==> config.mk <==
export PLATFORM = sky130hd
export DESIGN_NAME = jam_cost_responder
export DESIGN_NICKNAME = d
export VERILOG_FILES = /design/src/rtl/jam_pkg.sv /design/src/rtl/jam_cost_table.sv /design/src/rtl/jam_cost_responder.sv
export SDC_FILE = /design/constraint.sdc
export NUM_CORES = 1
export LEC_CHECK = 0
export CAP_MARGIN = 5
export CORE_UTILIZATION = 45
export DETAILED_ROUTE_END_ITERATION = 6
export DONT_BUFFER_PORTS = 1
export GPL_ROUTABILITY_DRIVEN = 0
export GPL_TIMING_DRIVEN = 0
export SLEW_MARGIN = 25
export SYNTH_ARGS = -nofsm -noshare
export SYNTH_HDL_FRONTEND = slang
export SYNTH_SLANG_ARGS = --single-unit
==> constraint.sdc <==
create_clock -name CLK -period 2.98 [get_ports CLK]
set_clock_uncertainty 0.2 [all_clocks]
set_input_delay 0.447 -clock CLK [delete_from_list [all_inputs] [get_ports CLK]]
set_output_delay 0.447 -clock CLK [all_outputs]
set_load 0.01 [all_outputs]
==> src/rtl/jam_pkg.sv <==
// Shared JAM definitions: table geometry, cost width and the
// LOAD/SERVE/DONE state encoding used by the engine and the responder.
package jam_pkg;

  localparam int JAM_N      = 8;
  localparam int JAM_COST_W = 7;
  localparam int JAM_IDX_W  = $clog2(JAM_N);
  localparam int JAM_CYC_W  = 20;

  typedef enum logic [1:0] {
    LOAD  = 2'd0,
    SERVE = 2'd1,
    DONE  = 2'd2
  } jam_state_e;

endpackage

==> src/rtl/jam_cost_table.sv <==
// Cost table storage: one synchronous write port for the loader and one
// registered read port. When the read is disabled the output register
// clears, so a disabled or out-of-range read presents zero one cycle later.
module jam_cost_table #(
  parameter int DEPTH  = 64,
  parameter int ADDR_W = 6,
  parameter int DATA_W = 7
) (
  input  logic              clk,
  input  logic              rst_n,
  input  logic              wr_en,
  input  logic [ADDR_W-1:0] wr_addr,
  input  logic [DATA_W-1:0] wr_data,
  input  logic              rd_en,
  input  logic [ADDR_W-1:0] rd_addr,
  output logic [DATA_W-1:0] rd_data
);

  logic [DATA_W-1:0] mem [DEPTH];
  logic [DATA_W-1:0] rd_data_d;
  logic [DATA_W-1:0] rd_data_q;

  // Table contents are deliberately not reset; only the loader writes them.
  always_ff @(posedge clk) begin
    if (wr_en) begin
      mem[wr_addr] <= wr_data;
    end
  end

  // Read data selection: table entry when enabled, zero otherwise.
  always_comb begin
    rd_data_d = '0;
    if (rd_en) begin
      rd_data_d = mem[rd_addr];
    end
  end

  // Read output register gives the fixed one-cycle read latency.
  always_ff @(posedge clk or negedge rst_n) begin
    if (!rst_n) begin
      rd_data_q <= '0;
    end else begin
      rd_data_q <= rd_data_d;
    end
  end

  assign rd_data = rd_data_q;

endmodule

==> src/rtl/jam_cost_responder.sv <==
// Responder side of the JAM worker/job cost interface: loads the N x N
// cost table, serves Cost for each (W,J) with one cycle of latency, counts
// serve cycles and captures the engine's final result on Valid.
module jam_cost_responder
  import jam_pkg::*;
#(
  parameter int N      = JAM_N,
  parameter int COST_W = JAM_COST_W,
  parameter int CYC_W  = JAM_CYC_W,
  localparam int IDX_W  = (N > 1) ? $clog2(N) : 1,
  localparam int ADDR_W = 2 * IDX_W
) (
  input  logic              CLK,
  input  logic              RST_N,
  input  logic              ld_valid,
  input  logic [COST_W-1:0] ld_data,
  output logic              ld_ready,
  input  logic [IDX_W-1:0]  W,
  input  logic [IDX_W-1:0]  J,
  output logic [COST_W-1:0] Cost,
  input  logic [9:0]        MinCost,
  input  logic [3:0]        MatchCount,
  input  logic              Valid,
  output logic              serving,
  output logic              res_valid,
  output logic [9:0]        res_min_cost,
  output logic [3:0]        res_match_count,
  output logic [CYC_W-1:0]  res_cycles,
  output logic              err
);

  localparam logic [ADDR_W-1:0] LAST_IDX = ADDR_W'(N * N - 1);

  jam_state_e        state_q, state_d;
  logic [ADDR_W-1:0] idx_q, idx_d;
  logic              err_q, err_d;
  logic              res_valid_q, res_valid_d;
  logic [9:0]        res_min_cost_q, res_min_cost_d;
  logic [3:0]        res_match_count_q, res_match_count_d;
  logic [CYC_W-1:0]  res_cycles_q, res_cycles_d;

  logic              ld_fire;
  logic              in_range;
  logic              rd_en;
  logic [ADDR_W-1:0] rd_addr;

  assign ld_fire = ld_valid && (state_q == LOAD);
  assign rd_addr = ADDR_W'(W) * ADDR_W'(N) + ADDR_W'(J);

  // Range check is only meaningful when N leaves unused index codes.
  generate
    if ((1 << IDX_W) == N) begin : gen_range_full
      assign in_range = 1'b1;
    end else begin : gen_range_check
      assign in_range = (W < IDX_W'(N)) && (J < IDX_W'(N));
    end
  endgenerate

  // Cost stays zero while loading so a partial table is never exposed.
  assign rd_en = (state_q != LOAD) && in_range;

  jam_cost_table #(
    .DEPTH  (N * N),
    .ADDR_W (ADDR_W),
    .DATA_W (COST_W)
  ) u_table (
    .clk     (CLK),
    .rst_n   (RST_N),
    .wr_en   (ld_fire),
    .wr_addr (idx_q),
    .wr_data (ld_data),
    .rd_en   (rd_en),
    .rd_addr (rd_addr),
    .rd_data (Cost)
  );

  // Next-state, load index, serve-cycle count, result capture and error.
  always_comb begin
    state_d           = state_q;
    idx_d             = idx_q;
    err_d             = err_q;
    res_valid_d       = res_valid_q;
    res_min_cost_d    = res_min_cost_q;
    res_match_count_d = res_match_count_q;
    res_cycles_d      = res_cycles_q;
    case (state_q)
      LOAD: begin
        if (ld_fire) begin
          idx_d = idx_q + ADDR_W'(1);
          if (idx_q == LAST_IDX) begin
            state_d = SERVE;
          end
        end
        // A result before the table is complete is a protocol violation.
        if (Valid) begin
          err_d = 1'b1;
        end
      end
      SERVE: begin
        // The cycle that samples Valid is itself counted.
        if (res_cycles_q != '1) begin
          res_cycles_d = res_cycles_q + CYC_W'(1);
        end
        if (Valid) begin
          res_valid_d       = 1'b1;
          res_min_cost_d    = MinCost;
          res_match_count_d = MatchCount;
          state_d           = DONE;
        end
        if (ld_valid) begin
          err_d = 1'b1;
        end
      end
      DONE: begin
        if (ld_valid) begin
          err_d = 1'b1;
        end
      end
      default: begin
        state_d = LOAD;
      end
    endcase
  end

  // State and result registers.
  always_ff @(posedge CLK or negedge RST_N) begin
    if (!RST_N) begin
      state_q           <= LOAD;
      idx_q             <= '0;
      err_q             <= 1'b0;
      res_valid_q       <= 1'b0;
      res_min_cost_q    <= '0;
      res_match_count_q <= '0;
      res_cycles_q      <= '0;
    end else begin
      state_q           <= state_d;
      idx_q             <= idx_d;
      err_q             <= err_d;
      res_valid_q       <= res_valid_d;
      res_min_cost_q    <= res_min_cost_d;
      res_match_count_q <= res_match_count_d;
      res_cycles_q      <= res_cycles_d;
    end
  end

  assign ld_ready        = (state_q == LOAD);
  assign serving         = (state_q == SERVE);
  assign err             = err_q;
  assign res_valid       = res_valid_q;
  assign res_min_cost    = res_min_cost_q;
  assign res_match_count = res_match_count_q;
  assign res_cycles      = res_cycles_q;

endmodule

==> flow_summary.html <==
<table>
<tr><th>Metric</th><th>Value</th></tr>
<tr><th colspan="2">Global route</th></tr>
<tr><td>Overall fraction of global-route tracks in use</td><td>23.0%</td></tr>
<tr><td>Number of antenna violations at the first check in global routing</td><td>0</td></tr>
<tr><td>Met2 track demand over resource in global routing</td><td>35.4%</td></tr>
<tr><td>Pin count of the biggest net entering global routing</td><td>65</td></tr>
<tr><td>Total overflow reported by the global router</td><td>0</td></tr>
<tr><td>Via count of the first global-routing pass</td><td>10,100</td></tr>
<tr><td>Met3 track demand over resource</td><td>4.40%</td></tr>
<tr><td>Most utilized layer in the global route result</td><td>met2</td></tr>
<tr><td>First-pass GRT wire length</td><td>71.3 mm</td></tr>
<tr><td>Met1 track demand over resource</td><td>32.8%</td></tr>
<tr><th colspan="2">Logic synthesis</th></tr>
<tr><td>Post-synth design cell area</td><td>19,700 µm²</td></tr>
<tr><td>Net count after synthesis</td><td>1,029</td></tr>
<tr><td>Number of enable flip-flop cells after synthesis</td><td>448</td></tr>
<tr><td>Share of the synthesized area in the top cell type</td><td>68.3%</td></tr>
<tr><td>Cells after Synth</td><td>991</td></tr>
<tr><td>Synth area leader</td><td>sky130_fd_sc_hd__edfxtp_1</td></tr>
<tr><td>Avg Cell Area, Syn</td><td>19.9 µm²</td></tr>
<tr><td>Cell types occupying the most area after synthesis</td><td>sky130_fd_sc_hd__edfxtp_1, sky130_fd_sc_hd__mux4_2, sky130_fd_sc_hd__dfrtp_1, sky130_fd_sc_hd__nor2_1, sky130_fd_sc_hd__mux2i_1</td></tr>
<tr><td>Number of synthesized register bits</td><td>499</td></tr>
<tr><td>Proportion of synthesized chip area in sequential cells</td><td>74.8%</td></tr>
<tr><td>Post-synth ARST share</td><td>10.2%</td></tr>
<tr><td>Number of distinct library cell variants in the gate-level netlist after synthesis</td><td>50</td></tr>
<tr><td>Flip-flop cell with the highest count after synthesis</td><td>sky130_fd_sc_hd__edfxtp_1</td></tr>
<tr><td>Synth warnings</td><td>0</td></tr>
<tr><th colspan="2">STA</th></tr>
<tr><td>Final Critical Period</td><td>2930 ps</td></tr>
<tr><td>Slew Limit Headroom</td><td>24.4%</td></tr>
<tr><td>Worst slew pin tran</td><td>1130 ps</td></tr>
<tr><td>Unrepaired setup endpoints after global routing</td><td>no</td></tr>
<tr><td>Highest Clock Rate</td><td>0.342 GHz</td></tr>
<tr><td>Fin. Hold Viols</td><td>0</td></tr>
<tr><td>Worst-case hold slack</td><td>17.3 ps</td></tr>
<tr><td>Count of final setup violators</td><td>0</td></tr>
<tr><td>Final worst-path cycle share</td><td>98.2%</td></tr>
<tr><td>Total count of max-transition violations in the final report</td><td>0</td></tr>
<tr><th colspan="2">Placement</th></tr>
<tr><td>DPL Wire Length</td><td>30.8 mm</td></tr>
<tr><td>Number of placed instances, taps included</td><td>1,576</td></tr>
<tr><td>Total of buffers placed on input and output ports</td><td>0</td></tr>
<tr><th colspan="2">Floorplanning</th></tr>
<tr><td>Die span in x</td><td>211 µm</td></tr>
<tr><td>Number of core rows</td><td>76</td></tr>
<tr><td>Total I/O pin count</td><td>76</td></tr>
<tr><td>Core footprint</td><td>43,100 µm²</td></tr>
<tr><td>Starting Density</td><td>45.7%</td></tr>
<tr><td>Die outline area</td><td>44,600 µm²</td></tr>
<tr><td>Die H</td><td>211 µm</td></tr>
<tr><th colspan="2">Job</th></tr>
<tr><td>Number of max-capacitance violations reported</td><td>0</td></tr>
<tr><th colspan="2">Critical path</th></tr>
<tr><td>Crit path max fanout</td><td>10</td></tr>
<tr><td>Startpoint of the worst setup timing path</td><td>J[1]</td></tr>
<tr><td>Slowest cell on crit path</td><td>sky130_fd_sc_hd__buf_4</td></tr>
<tr><td>Cell type with the highest occurrence count on the critical path</td><td>sky130_fd_sc_hd__buf_4</td></tr>
<tr><td>Buffers &amp; Inverters on Critical Path</td><td>4</td></tr>
<tr><td>Crit. End Element</td><td>flop</td></tr>
<tr><td>Start of the worst register-to-register path</td><td>idx_q[3]</td></tr>
<tr><td>Max incr delay on CP</td><td>350 ps</td></tr>
<tr><td>Family with the most delay on the worst path</td><td>buffers and inverters</td></tr>
<tr><td>CP Launch Type</td><td>input pin</td></tr>
<tr><td>Arr. time, crit path</td><td>3100 ps</td></tr>
<tr><td>Required time at the endpoint of the critical path</td><td>3160 ps</td></tr>
<tr><td>Series of cell instances along the critical path</td><td>buf_4 -&gt; buf_4 -&gt; buf_4 -&gt; buf_4 -&gt; mux4_2 -&gt; mux2i_1 -&gt; a22oi_1 -&gt; o211ai_1 -&gt; o21ai_0</td></tr>
<tr><td>Type of the worst setup path</td><td>in2reg</td></tr>
<tr><th colspan="2">Clock network</th></tr>
<tr><td>Clock transition at the registers of the reported paths</td><td>60 ps</td></tr>
<tr><td>CTS tree</td><td>yes</td></tr>
<tr><td>Level count of the clock H-tree</td><td>2</td></tr>
<tr><td>Total clock buffers created by CTS</td><td>52</td></tr>
<tr><td>Clock latency on the worst-skew pair</td><td>590 ps</td></tr>
<tr><td>Longest Clk Path Bufs</td><td>3</td></tr>
<tr><td>CTS sink count</td><td>499</td></tr>
<tr><td>Clock root buffer</td><td>sky130_fd_sc_hd__clkbuf_16</td></tr>
<tr><th colspan="2">Cells and area</th></tr>
<tr><td>Fraction of layout instances using a drive strength above 1</td><td>28.8%</td></tr>
<tr><td>Layout-stage area growth over the synthesis result</td><td>17.3%</td></tr>
<tr><td>Non-filler instance count after layout</td><td>1,698</td></tr>
<tr><td># fillers</td><td>3,336</td></tr>
<tr><td>Commonest non-fill, non-tap cell in the layout</td><td>sky130_fd_sc_hd__edfxtp_1</td></tr>
<tr><td>Most used cells in the layout excluding fill and tap cells</td><td>sky130_fd_sc_hd__edfxtp_1, sky130_fd_sc_hd__mux4_2, sky130_fd_sc_hd__nor2_4, sky130_fd_sc_hd__clkbuf_16, sky130_fd_sc_hd__dfrtp_1</td></tr>
<tr><td>Final net count</td><td>1,113</td></tr>
<tr><td>Antenna fix cells</td><td>0</td></tr>
<tr><th colspan="2">Route</th></tr>
<tr><td>DRC violation count after routing</td><td>0</td></tr>
<tr><td>Length of the first detailed-routing pass in iterations</td><td>5</td></tr>
<tr><td>Via count</td><td>10,000</td></tr>
<tr><td>Wirelength, routed</td><td>49.7 mm</td></tr>
<tr><td>Number of routed nets with antenna violations</td><td>0</td></tr>
<tr><td>Wire per inst</td><td>29.3 µm</td></tr>
<tr><td>Drt initial violations</td><td>1,192</td></tr>
<tr><td>Vias per std cell</td><td>5.92</td></tr>
<tr><th colspan="2">Power</th></tr>
<tr><td>Power after layout</td><td>16.4 mW</td></tr>
<tr><td>Leakage power figure</td><td>7.55 nW</td></tr>
<tr><td>Maximum resistive drop on vdd</td><td>0.398 mV</td></tr>
<tr><td>Total power divided by cell area</td><td>710 nW/µm²</td></tr>
<tr><th colspan="2">Worst hold path</th></tr>
<tr><td>Worst hold-check path type</td><td>in2reg</td></tr>
<tr><td>Hold Path Origin</td><td>W[2]</td></tr>
<tr><th colspan="2">Outcome</th></tr>
<tr><td>Outcome</td><td>completed</td></tr>
</table>
cell families (layout without fill, tap and decap cells):
group,count (synthesis),count (layout),share of synthesized area (%)
multiplexers,162,162,15.8
XOR/XNOR,22,22,0.979
buffers and inverters,60,182,1.57
AND/OR/NAND/NOR,184,184,4.27
flip-flops,499,499,74.8
adder cells (fa/ha/maj),7,7,0.445
AO/OA/AOI/OAI,57,57,2.09
layer usage:
layer	part of all wire [%]	wire length [µm]	vias to the layer above
li1	-	-	4188
met1	43	21200	5354
met2	47	23200	422
met3	7.5	3730	83
met4	3.1	1560	0
met5	0	0	-
stage by stage:
| stage | setup slack (ps) | instance area, µm² | setup TNS (ps) | util [%] |
|---|---|---|---|---|
| 2_1_floorplan | 517 | 19700 | 0 | - |
| 3_3_place_gp | -902 | 20400 | -113350 | 47.4 |
| 3_5_place_dp | -901 | 20400 | -149440 | 47.4 |
| 4_1_cts | -164 | 22900 | -19740 | 53.2 |
| 5_1_grt | 59.1 | 23100 | 0 | 53.6 |
| 6_report | 54.6 | 23100 | 0 | 53.6 |
worst paths after layout:
check	end	slack, ps	cells past startpoint
setup / recovery	u_table.rd_data[1]	50	9
max in group asynchronous	idx_q[3]	2130	2
min in group asynchronous	res_cycles[11]	210	2
hold reg to reg	res_valid	350	1
hold / removal	u_table.rd_data[5]	20	2
setup reg to reg	state_q[1]	180	5
report_power, final:
group / internal (mW) / total [mW] / switching, mW / leakage [nW]
logic: 0.573 / 1.92 / 1.35 / 2.02
registers: 7.94 / 8.08 / 0.139 / 4.72
clock network: 3.76 / 6.40 / 2.64 / 0.813
flip-flops by register name, indices dropped and copies added (netlist names):
| signal | count |
|---|---|
| res_valid | 1 |
| res_cycles | 20 |
| res_min_cost | 10 |
| u_table.rd_data | 7 |
| res_match_count | 4 |
| err | 1 |
| u_table.mem | 448 |
| idx_q | 6 |
| state_q | 2 |
cell usage after synthesis (5+ instances only):
cell / n
sky130_fd_sc_hd__mux4_1: 8
sky130_fd_sc_hd__xor2_1: 11
sky130_fd_sc_hd__o21ai_0: 9
sky130_fd_sc_hd__dfrtp_1: 51
sky130_fd_sc_hd__a21oi_1: 11
sky130_fd_sc_hd__nand3_1: 15
sky130_fd_sc_hd__nor2_1: 85
sky130_fd_sc_hd__nand2_1: 38
sky130_fd_sc_hd__or3b_2: 5
sky130_fd_sc_hd__ha_1: 7
sky130_fd_sc_hd__inv_1: 8
sky130_fd_sc_hd__nand4_1: 6
sky130_fd_sc_hd__buf_4: 9
sky130_fd_sc_hd__nor2b_1: 5
sky130_fd_sc_hd__buf_2: 15
sky130_fd_sc_hd__edfxtp_1: 448
sky130_fd_sc_hd__mux2_2: 19
sky130_fd_sc_hd__xnor2_1: 11
sky130_fd_sc_hd__mux2i_1: 28
sky130_fd_sc_hd__mux4_2: 107
sky130_fd_sc_hd__clkbuf_1: 21
sky130_fd_sc_hd__nor3_1: 7
cell type report:
| cell class | count | area [µm²] | area share (%) |
|---|---|---|---|
| repair buffers | 31 | 473 | 2.05 |
| plain buffers | 50 | 298 | 1.29 |
| inverters | 9 | 33.8 | 0.146 |
| clock buffers | 64 | 1370 | 5.92 |
| multi-input cells | 432 | 5170 | 22.4 |
| clock inverters | 28 | 288 | 1.25 |
| flip-flops and latches | 499 | 14700 | 63.8 |
| well taps | 585 | 732 | 3.17 |
what timing repair did:
item,4_1_cts,5_1_grt
gates resized for setup,123,29
endpoints found under the hold margin,518,0
setup buffers,4,2
hold buffers,25,0
endpoints found under the setup margin,452,301
pin swaps,2,5
Power figures use the tool's default switching activity.
